--- src/rtl/uart_pkg.sv ---
// Shared types and helpers for the uart_txrx core.
// The PARITY states exist only when UART_PARITY_EN is defined.
package uart_pkg;

    localparam int DEFAULT_DATA_WIDTH = 8;

    typedef enum logic [2:0] {
        TX_IDLE,
        TX_START,
        TX_DATA,
`ifdef UART_PARITY_EN
        TX_PARITY,
`endif
        TX_STOP
    } tx_state_t;

    typedef enum logic [1:0] {
        RX_IDLE,
        RX_DATA,
`ifdef UART_PARITY_EN
        RX_PARITY,
`endif
        RX_STOP
    } rx_state_t;

    // Clock cycles per bit period (integer division).
    function automatic int calc_div(input int clk_freq, input int baud_rate);
        return clk_freq / baud_rate;
    endfunction

endpackage

--- src/rtl/uart_baud_gen.sv ---
// Baud-rate clock-enable generator: a 0..DIV-1 wrapping counter and a
// registered one-clock tick issued when the counter reaches DIV-1.
module uart_baud_gen
    import uart_pkg::*;
#(
    parameter int CLK_FREQ  = 10000,
    parameter int BAUD_RATE = 1000
) (
    input  logic clk,
    input  logic rst,
    output logic baud_tick
);

    localparam int DIV   = calc_div(CLK_FREQ, BAUD_RATE);
    localparam int CNT_W = (DIV > 1) ? $clog2(DIV) : 1;
    localparam logic [CNT_W-1:0] CNT_LAST = CNT_W'(DIV - 1);

    generate
        if (DIV < 2) begin : g_div_check
            $error("uart_baud_gen: CLK_FREQ/BAUD_RATE must be at least 2");
        end
    endgenerate

    logic [CNT_W-1:0] cnt_q;

    // Free-running divider; the tick is registered so it is glitch-free.
    always_ff @(posedge clk) begin
        if (rst) begin
            cnt_q     <= '0;
            baud_tick <= 1'b0;
        end else begin
            cnt_q     <= (cnt_q == CNT_LAST) ? '0 : cnt_q + 1'b1;
            baud_tick <= (cnt_q == CNT_LAST);
        end
    end

endmodule

--- src/rtl/uart_txrx.sv ---
// Full-duplex UART (8N1 by default, 8E1 when UART_PARITY_EN is defined).
// TX and RX share one baud tick; RX samples once per tick (no oversampling).
module uart_txrx
    import uart_pkg::*;
#(
    parameter int CLK_FREQ   = 10000,
    parameter int BAUD_RATE  = 1000,
    parameter int DATA_WIDTH = DEFAULT_DATA_WIDTH
) (
    input  logic                  clk,
    input  logic                  rst,
    input  logic                  data_ready,
    input  logic [DATA_WIDTH-1:0] data_in,
    output logic                  tx_serial,
    output logic                  tx_busy,
    input  logic                  rx_serial,
    output logic                  data_valid,
    output logic [DATA_WIDTH-1:0] data_out,
    output logic                  frame_err,
    output logic                  parity_err,
    output logic                  baud_tick
);

    localparam int IDX_W = (DATA_WIDTH > 1) ? $clog2(DATA_WIDTH) : 1;
    localparam logic [IDX_W-1:0] IDX_LAST = IDX_W'(DATA_WIDTH - 1);

    uart_baud_gen #(
        .CLK_FREQ (CLK_FREQ),
        .BAUD_RATE(BAUD_RATE)
    ) u_baud_gen (
        .clk      (clk),
        .rst      (rst),
        .baud_tick(baud_tick)
    );

    // ---------------- transmitter ----------------
    tx_state_t             tx_state_q, tx_state_d;
    logic                  tx_busy_q, tx_busy_d;
    logic                  tx_bit_q, tx_bit_d;
    logic [IDX_W-1:0]      tx_idx_q, tx_idx_d;
    logic [DATA_WIDTH-1:0] tx_data_q, tx_data_d;
    logic [IDX_W-1:0]      tx_idx_nxt;

    assign tx_idx_nxt = tx_idx_q + 1'b1;

    // TX next state: the state names the bit currently on the line.
    always_comb begin
        tx_state_d = tx_state_q;
        tx_busy_d  = tx_busy_q;
        tx_bit_d   = tx_bit_q;
        tx_idx_d   = tx_idx_q;
        tx_data_d  = tx_data_q;
        if (baud_tick) begin
            unique case (tx_state_q)
                TX_IDLE: begin
                    if (tx_busy_q) begin
                        tx_state_d = TX_START;
                        tx_bit_d   = 1'b0;
                    end
                end
                TX_START: begin
                    tx_state_d = TX_DATA;
                    tx_idx_d   = '0;
                    tx_bit_d   = tx_data_q[0];
                end
                TX_DATA: begin
                    if (tx_idx_q == IDX_LAST) begin
`ifdef UART_PARITY_EN
                        tx_state_d = TX_PARITY;
                        tx_bit_d   = ^tx_data_q;
`else
                        tx_state_d = TX_STOP;
                        tx_bit_d   = 1'b1;
`endif
                    end else begin
                        tx_idx_d = tx_idx_nxt;
                        tx_bit_d = tx_data_q[tx_idx_nxt];
                    end
                end
`ifdef UART_PARITY_EN
                TX_PARITY: begin
                    tx_state_d = TX_STOP;
                    tx_bit_d   = 1'b1;
                end
`endif
                TX_STOP: begin
                    tx_state_d = TX_IDLE;
                    tx_busy_d  = 1'b0;
                end
                default: begin
                    tx_state_d = TX_IDLE;
                    tx_busy_d  = 1'b0;
                    tx_bit_d   = 1'b1;
                end
            endcase
        end
        // A load is taken when idle, or on the very tick that ends STOP.
        if (data_ready && (!tx_busy_q || (tx_state_q == TX_STOP && baud_tick))) begin
            tx_data_d = data_in;
            tx_busy_d = 1'b1;
        end
    end

    // TX control registers.
    always_ff @(posedge clk) begin
        if (rst) begin
            tx_state_q <= TX_IDLE;
            tx_busy_q  <= 1'b0;
            tx_bit_q   <= 1'b1;
            tx_idx_q   <= '0;
        end else begin
            tx_state_q <= tx_state_d;
            tx_busy_q  <= tx_busy_d;
            tx_bit_q   <= tx_bit_d;
            tx_idx_q   <= tx_idx_d;
        end
    end

    // TX holding register; only meaningful while busy, so not reset.
    always_ff @(posedge clk) tx_data_q <= tx_data_d;

    assign tx_serial = tx_bit_q;
    assign tx_busy   = tx_busy_q;

    // ---------------- receiver ----------------
    rx_state_t             rx_state_q, rx_state_d;
    logic [IDX_W-1:0]      rx_idx_q, rx_idx_d;
    logic [DATA_WIDTH-1:0] rx_shreg_q, rx_shreg_d;
    logic [DATA_WIDTH-1:0] data_out_q, data_out_d;
    logic                  data_valid_q, data_valid_d;
    logic                  frame_err_q, frame_err_d;
`ifdef UART_PARITY_EN
    logic                  parity_err_q, parity_err_d;
`endif

    // RX next state: one sample per tick, pulses default low.
    always_comb begin
        rx_state_d   = rx_state_q;
        rx_idx_d     = rx_idx_q;
        rx_shreg_d   = rx_shreg_q;
        data_out_d   = data_out_q;
        data_valid_d = 1'b0;
        frame_err_d  = 1'b0;
`ifdef UART_PARITY_EN
        parity_err_d = 1'b0;
`endif
        if (baud_tick) begin
            unique case (rx_state_q)
                RX_IDLE: begin
                    if (!rx_serial) begin
                        rx_state_d = RX_DATA;
                        rx_idx_d   = '0;
                    end
                end
                RX_DATA: begin
                    rx_shreg_d                 = rx_shreg_q >> 1;
                    rx_shreg_d[DATA_WIDTH-1]   = rx_serial;
                    if (rx_idx_q == IDX_LAST) begin
`ifdef UART_PARITY_EN
                        rx_state_d = RX_PARITY;
`else
                        rx_state_d = RX_STOP;
`endif
                    end else begin
                        rx_idx_d = rx_idx_q + 1'b1;
                    end
                end
`ifdef UART_PARITY_EN
                RX_PARITY: begin
                    parity_err_d = (rx_serial != ^rx_shreg_q);
                    rx_state_d   = RX_STOP;
                end
`endif
                RX_STOP: begin
                    if (rx_serial) begin
                        data_out_d   = rx_shreg_q;
                        data_valid_d = 1'b1;
                    end else begin
                        frame_err_d  = 1'b1;
                    end
                    rx_state_d = RX_IDLE;
                end
                default: rx_state_d = RX_IDLE;
            endcase
        end
    end

    // RX control and output registers.
    always_ff @(posedge clk) begin
        if (rst) begin
            rx_state_q   <= RX_IDLE;
            rx_idx_q     <= '0;
            data_out_q   <= '0;
            data_valid_q <= 1'b0;
            frame_err_q  <= 1'b0;
`ifdef UART_PARITY_EN
            parity_err_q <= 1'b0;
`endif
        end else begin
            rx_state_q   <= rx_state_d;
            rx_idx_q     <= rx_idx_d;
            data_out_q   <= data_out_d;
            data_valid_q <= data_valid_d;
            frame_err_q  <= frame_err_d;
`ifdef UART_PARITY_EN
            parity_err_q <= parity_err_d;
`endif
        end
    end

    // RX shift register; contents are only used once a frame completes.
    always_ff @(posedge clk) rx_shreg_q <= rx_shreg_d;

    assign data_valid = data_valid_q;
    assign data_out   = data_out_q;
    assign frame_err  = frame_err_q;
`ifdef UART_PARITY_EN
    assign parity_err = parity_err_q;
`else
    assign parity_err = 1'b0;
`endif

endmodule

--- config.mk ---
export PLATFORM = sky130hd
export DESIGN_NAME = uart_txrx
export DESIGN_NICKNAME = d
export VERILOG_FILES = /design/src/rtl/uart_pkg.sv /design/src/rtl/uart_baud_gen.sv /design/src/rtl/uart_txrx.sv
export SDC_FILE = /design/constraint.sdc
export NUM_CORES = 1
export LEC_CHECK = 0
export ABC_AREA = 1
export BUFFER_PORTS_ARGS = -buffer_cell sky130_fd_sc_hd__buf_2
export CORE_ASPECT_RATIO = 1.1
export CORE_MARGIN = 3
export CORE_UTILIZATION = 40
export CTS_BUF_LIST = sky130_fd_sc_hd__clkbuf_16
export DETAILED_ROUTE_END_ITERATION = 10
export GPL_TIMING_DRIVEN = 0
export HOLD_SLACK_MARGIN = 0.08
export PLACE_DENSITY = 0.72
export REMOVE_ABC_BUFFERS = 1
export SLEW_MARGIN = 5
export SYNTH_ARGS = -nofsm -noshare
export SYNTH_HDL_FRONTEND = slang
export SYNTH_SLANG_ARGS = --single-unit
--- constraint.sdc ---
create_clock -name clk -period 1.5 [get_ports clk]
set_input_delay 0.15 -clock clk [delete_from_list [all_inputs] [get_ports clk]]
set_output_delay 0.15 -clock clk [all_outputs]
set_load 0.005 [all_outputs]
# After elaboration in Yosys (flattened, before gate mapping)
# Cells that the tools add are included.
[word_totals]
regBits = 44
[classes]
muxes = 21
eq_ne = 15
bitwise = 3
add_sub_neg = 3
order_cmp = 1
reduce_logical = 20
[ops]
columns = ["operator", "n"]
rows = [
  ["two-way mux 3 bit", 5],
  ["AND reduction 3 bit", 5],
  ["inequality test 2 bit, second input constant", 6],
  ["one-hot mux 3 bit (2 select lines)", 2],
  ["one-hot mux 3 bit (3 select lines)", 1],
  ["two-way mux 1 bit", 8],
  ["adder 3 x 1 -> 3 bit, second input constant", 2],
  ["== test 3 x 2 -> 1 bit, second input constant", 2],
  ["== test 3 bit, second input constant", 2],
  ["nonzero test 2 bit", 3],
  ["OR reduction 3 bit", 2],
  ["adder 4 x 1 -> 4 bit, second input constant", 1],
  ["== test 4 bit, second input constant", 1],
  ["< comparator 3 x 4 -> 1 bit, second input constant", 1],
  ["two-way mux 2 bit", 2],
  ["one-hot mux 1 bit (4 select lines)", 1],
  ["one-hot mux 2 bit (2 select lines)", 1],
  ["AND reduction 2 bit", 2],
  ["AND reduction 4 bit", 1],
  ["binary-select mux 1 bit (select 3 bit)", 1],
  ["== test 3 x 1 -> 1 bit, second input constant", 1],
  ["zero test 3 bit", 1],
  ["NOT 1 bit", 3],
  ["== test 2 x 1 -> 1 bit, second input constant", 1],
  ["other kinds (7)", 8],
]

# Depth between registers and ports, before layout
[logic_depth]
ltp_word = 6
ltp_mapped = 10
ltp_nobuf = 10

# By module
# From an unflattened synthesis, not the netlist that was laid out.
[unflattened]
hier_cells = 183
area_unflattened_um2 = 1779.2
[modules_own_cells]
columns = ["mod", "seq_area_each_um2", "instances", "area_each_um2", "cells_per_inst"]
rows = [
  ["uart_txrx", 920.9, 1, 1577.8, 160],
  ["uart_baud_gen", 100.1, 1, 201.4, 23],
]

# Worst setup path before layout
# No wires, ideal clock.
[synth_path]
path_type = "register -> register"
startpoint = "reg tx_idx_q[0]"
endpoint = "reg tx_bit_q, in the netlist tx_serial"
n_path_buf = 0
required_ns = 1.385
stages_incl_launch_ff = 11
arrival_ns = 1.271
setup_time_ns = 0.115
setup_slack_ns = 0.114
cell_sequence = "dfxtp_1 ha_1 ha_1 inv_1 nand3_1 nand3_1 nand3_1 nand2_1 nand2_1 nand2_1 nand2_1"
[synth_between]
elab_chain_cells = 5
elab_cells_between_ends = 6
cone_classes = "1 x add/sub; 1 x eq/ne; 4 x mux"
[synth_lines]
columns = ["element", "line_no", "rtl"]
rows = [
  ["from (decl)", "uart_txrx.sv:40", "logic [IDX_W-1:0] tx_idx_q, tx_idx_d;"],
  ["from (signal assigned)", "uart_txrx.sv:115", "tx_idx_q <= tx_idx_d;"],
  ["adder 3 x 1 -> 3 bit", "uart_txrx.sv:44", "assign tx_idx_nxt = tx_idx_q + 1'b1;"],
  ["binary-select mux 1 bit (select 3 bit)", "uart_txrx.sv:77", "tx_bit_d = tx_data_q[tx_idx_nxt];"],
  ["two-way mux 1 bit (not written as such)", "uart_txrx.sv:77", ""],
  ["two-way mux 1 bit *", "uart_txrx.sv:67", "if (tx_idx_q == IDX_LAST) begin"],
  ["one-hot mux 1 bit (4 select lines) *", "uart_txrx.sv:54", "unique case (tx_state_q)"],
  ["to (signal assigned)", "uart_txrx.sv:114", "tx_bit_q <= tx_bit_d;"],
  ["to (decl)", "uart_txrx.sv:39", "logic tx_bit_q, tx_bit_d;"],
]
# Mark *: on every way between the ends. The rest lies on a longest branch, timed or not. The select of a mux whose other input is x is not followed.
# A chain may end at the register's enable or synchronous reset.

# Worst setup path in the final report
[layout_path]
startpoint = "reg tx_idx_q[0]"
endpoint = "reg tx_idx_q[0]"
[layout_between]
elab_chain_cells = 3
elab_cells_between_ends = 6
cone_classes = "1 x add/sub; 2 x eq/ne; 2 x mux; 1 x reduce/logical"
[layout_lines]
columns = ["element", "line_no"]
rows = [
  ["adder 3 x 1 -> 3 bit or == test 3 bit (tied branches)", "uart_txrx.sv:44, uart_txrx.sv:67"],
  ["two-way mux 3 bit or inequality test 2 bit (tied branches)", "--"],
  ["one-hot mux 3 bit (2 select lines) or AND reduction 3 bit (tied branches)", "--"],
]
# Parallel ways exist; a longest one is shown, timed or not. The select of a mux whose other input is x is not followed.

==> reports/metrics.yaml <==
run_status:
  status: "finished clean"
global_route:
  grt_pass1_wl_um: 5100
  grt-ovfl-total: 0
  first_global_vias: 1220
  grt_usage: 0.134
  grt_max_degree: 16
  antenna_found_initial: 0
cts:
  clk_pin_slew_worst_paths_ns: 0.06
  cts_root_buffer: "clkbuf_16"
  cts_buffers: 5
  insertion_delay_ns: 0.28
  clockBufferDepth: 2
  cts_tree: "yes"
  cts.sinks: 43
  htree_levels: 2
logic_synthesis:
  synthCells: 179
  synth_warnings: 0
  synth_area_um2: 1740
  synth_cell_types: 25
  ys_seq_area_frac: 0.587
  syn_area_per_cell_um2: 9.72
  synth_seq_cells: 43
sta:
  finalCritPeriodShare: 0.935
  clock.fmax_mhz: 713
  hold_viol: 0
  setup_violations: 0
  whs_ns: 0.0976
  finalMaxSlewViolations: 0
  finClkSkew_ns: 0.00652
  setup-tns-final_ns: 0
  min_period_ns: 1.40
die:
  initial_core_util: 0.426
  die_h_um: 75.2
  dieArea_um2: 5180
  core-area_um2: 4080
  die_w_um: 68.9
  ioPinCount: 26
  num_rows: 24
final_layout:
  diodes: 0
  n_fill_cell: 373
  finalNetCount: 242
  finalNonFillerCells: 273
  final_cell_mix: "inv_1, dfxtp_1, nand2_1, buf_2, a21oi_1"
  fin_area_um2: 2240
  synthToLayoutAreaGrowth_pct: 28.7
  drive_above_1_share: 0.222
critical_path:
  crit_type: "register to register"
  cp-start-kind: "register"
  crit_top_cell: "inv_2"
  cp_slowest_stage_delay_ns: 0.36
  cp_max_fo: 6
  r2r_start: "tx_idx_q[0]$_SDFFE_PP0P_"
  worst_setup_path_end_kind: "register"
  crit_chain: "ha_2, ha_4, inv_2, nand2_2, a21oi_4, inv_2, a211oi_1"
  worst_ep_arrival_time_ns: 1.59
  crit_slowest_cell: "dfxtp_4"
  crit_required_ns: 1.69
  crit_start: "tx_idx_q[0]$_SDFFE_PP0P_"
detailed_routing:
  first_pass_iters: 4
  drc: 0
  via_count: 1274
  first_iter_violations: 51
  detail_route.vias_per_cell: 4.67
  post_drt_wl_per_cell_um: 10.7
  ant_nets: 0
  wl_um: 2920
placement:
  dpl.hpwl_um: 1980
  gp_congestion: 0.761
  numPortBuffers: 24
  dp_cells: 252
  postPlaceCellArea_um2: 1910
power:
  p_per_area_nw_per_um2: 1120
  power.leakage_nw: 0.871
  peakVddDrop_mv: 0.722
hold_path:
  hold_path_class: "input pin to register"
  min_from: "data_ready"
flow_run:
  drv_cap: 0
==> cell type report <==
| type | count | area, um2 | area share |
|---|---|---|---|
| inverter | 28 | 105 | 0.0469 |
| multi-input combinational | 105 | 639 | 0.285 |
| sequential | 43 | 1020 | 0.458 |
| clock inverter | 3 | 38.8 | 0.0173 |
| tap | 52 | 65.1 | 0.0291 |
| clock buffer | 5 | 125 | 0.0559 |
| timing repair buffer | 37 | 241 | 0.108 |
==> worst max-delay path, delay by kind of cell, from the launching register on <==
kind / cells / cell delay [ns]
compound gates: 2 / 0.40
flops: 1 / 0.36
fa+ha+maj: 2 / 0.35
buf+inv: 2 / 0.12
simple gates: 1 / 0.07
==> worst paths after layout <==
path	cells after the start	to	slack, ns
worst max-delay path	7	tx_idx_q[0]$_SDFFE_PP0P_	0.1
worst min-delay path	3	tx_busy$_SDFFE_PP0P_	0.1
worst max register to register	7	tx_idx_q[0]$_SDFFE_PP0P_	0.1
worst min register to register	2	data_out[3]$_SDFFE_PP0P_	0.44
==> metal layers <==
layer	track usage	share of wire	vias up
li1	-	-	676
met3	0.0507	0.062	6
met2	0.218	0.46	29
met1	0.155	0.45	563
met5	0	0	-
met4	0.0649	0.023	0
==> stage by stage <==
step                utilization  setup slack [ns]  total power, W
floorplan                     -             0.114         0.00130
global placement          0.468           -0.0586         0.00133
detailed placement        0.468            -0.141         0.00133
CTS                       0.538            0.0175         0.00255
global route              0.548          -0.00267         0.00260
finish                    0.548            0.0972         0.00251
==> sequential cells by signal, indices dropped and copies added, names as in the netlist <==
name	flops
data_out	8
data_valid	1
frame_err	1
rx_idx_q	3
rx_shreg_q	8
rx_state_q	2
tx_busy	1
tx_data_q	8
tx_idx_q	3
tx_serial	1
tx_state_q	2
u_baud_gen.baud_tick	1
u_baud_gen.cnt_q	4
==> synth_stat cells <==
cell | n | area, um2
nand2_1 | 25 | 93.8
xnor2_1 | 1 | 8.76
nand3_1 | 13 | 65.1
ha_1 | 10 | 125
buf_2 | 1 | 5.00
o21a_1 | 2 | 15.0
a211oi_1 | 2 | 15.0
buf_4 | 1 | 7.51
a21oi_4 | 1 | 16.3
a21oi_2 | 1 | 8.76
o211ai_1 | 1 | 7.51
dfxtp_1 | 27 | 541
o31ai_1 | 1 | 7.51
nor2_1 | 10 | 37.5
o21bai_1 | 1 | 7.51
nand4_1 | 3 | 18.8
conb_1 | 1 | 3.75
nor2_2 | 1 | 6.26
o21ai_0 | 9 | 45.0
clkbuf_1 | 1 | 3.75
nor3_1 | 1 | 5.00
edfxtp_1 | 16 | 480
nor4_1 | 1 | 6.26
a21oi_1 | 21 | 105
inv_1 | 28 | 105
==> repair_timing <==
item	4_1_cts	5_1_grt
hold buffers	8	0
setup buffers	5	0
resized for setup	3	11
endpoints found under the setup margin	22	15
pin swaps	2	2
endpoints found under the hold margin	8	0
==> cell families (layout without fill, tap and decap cells) <==
group | Yosys count | after routing | share of synthesized area
AOI/OAI and AO/OA | 39 | 39 | 0.131
other | 1 | 1 | 0.00215
and+or+nand+nor | 54 | 54 | 0.134
DFF | 43 | 43 | 0.587
adders and majority gates | 10 | 10 | 0.0719
xor gates and xnor gates | 1 | 1 | 0.00503
buffers and inverters | 31 | 73 | 0.0697
==> where the power goes <==
part           internal (W)  switching, W
Sequential          0.00123     0.0000101
Clock              0.000776      0.000418
Combinational     0.0000407     0.0000429
Total               0.00204      0.000471
Note: power is estimated with default switching activity, not from simulation.
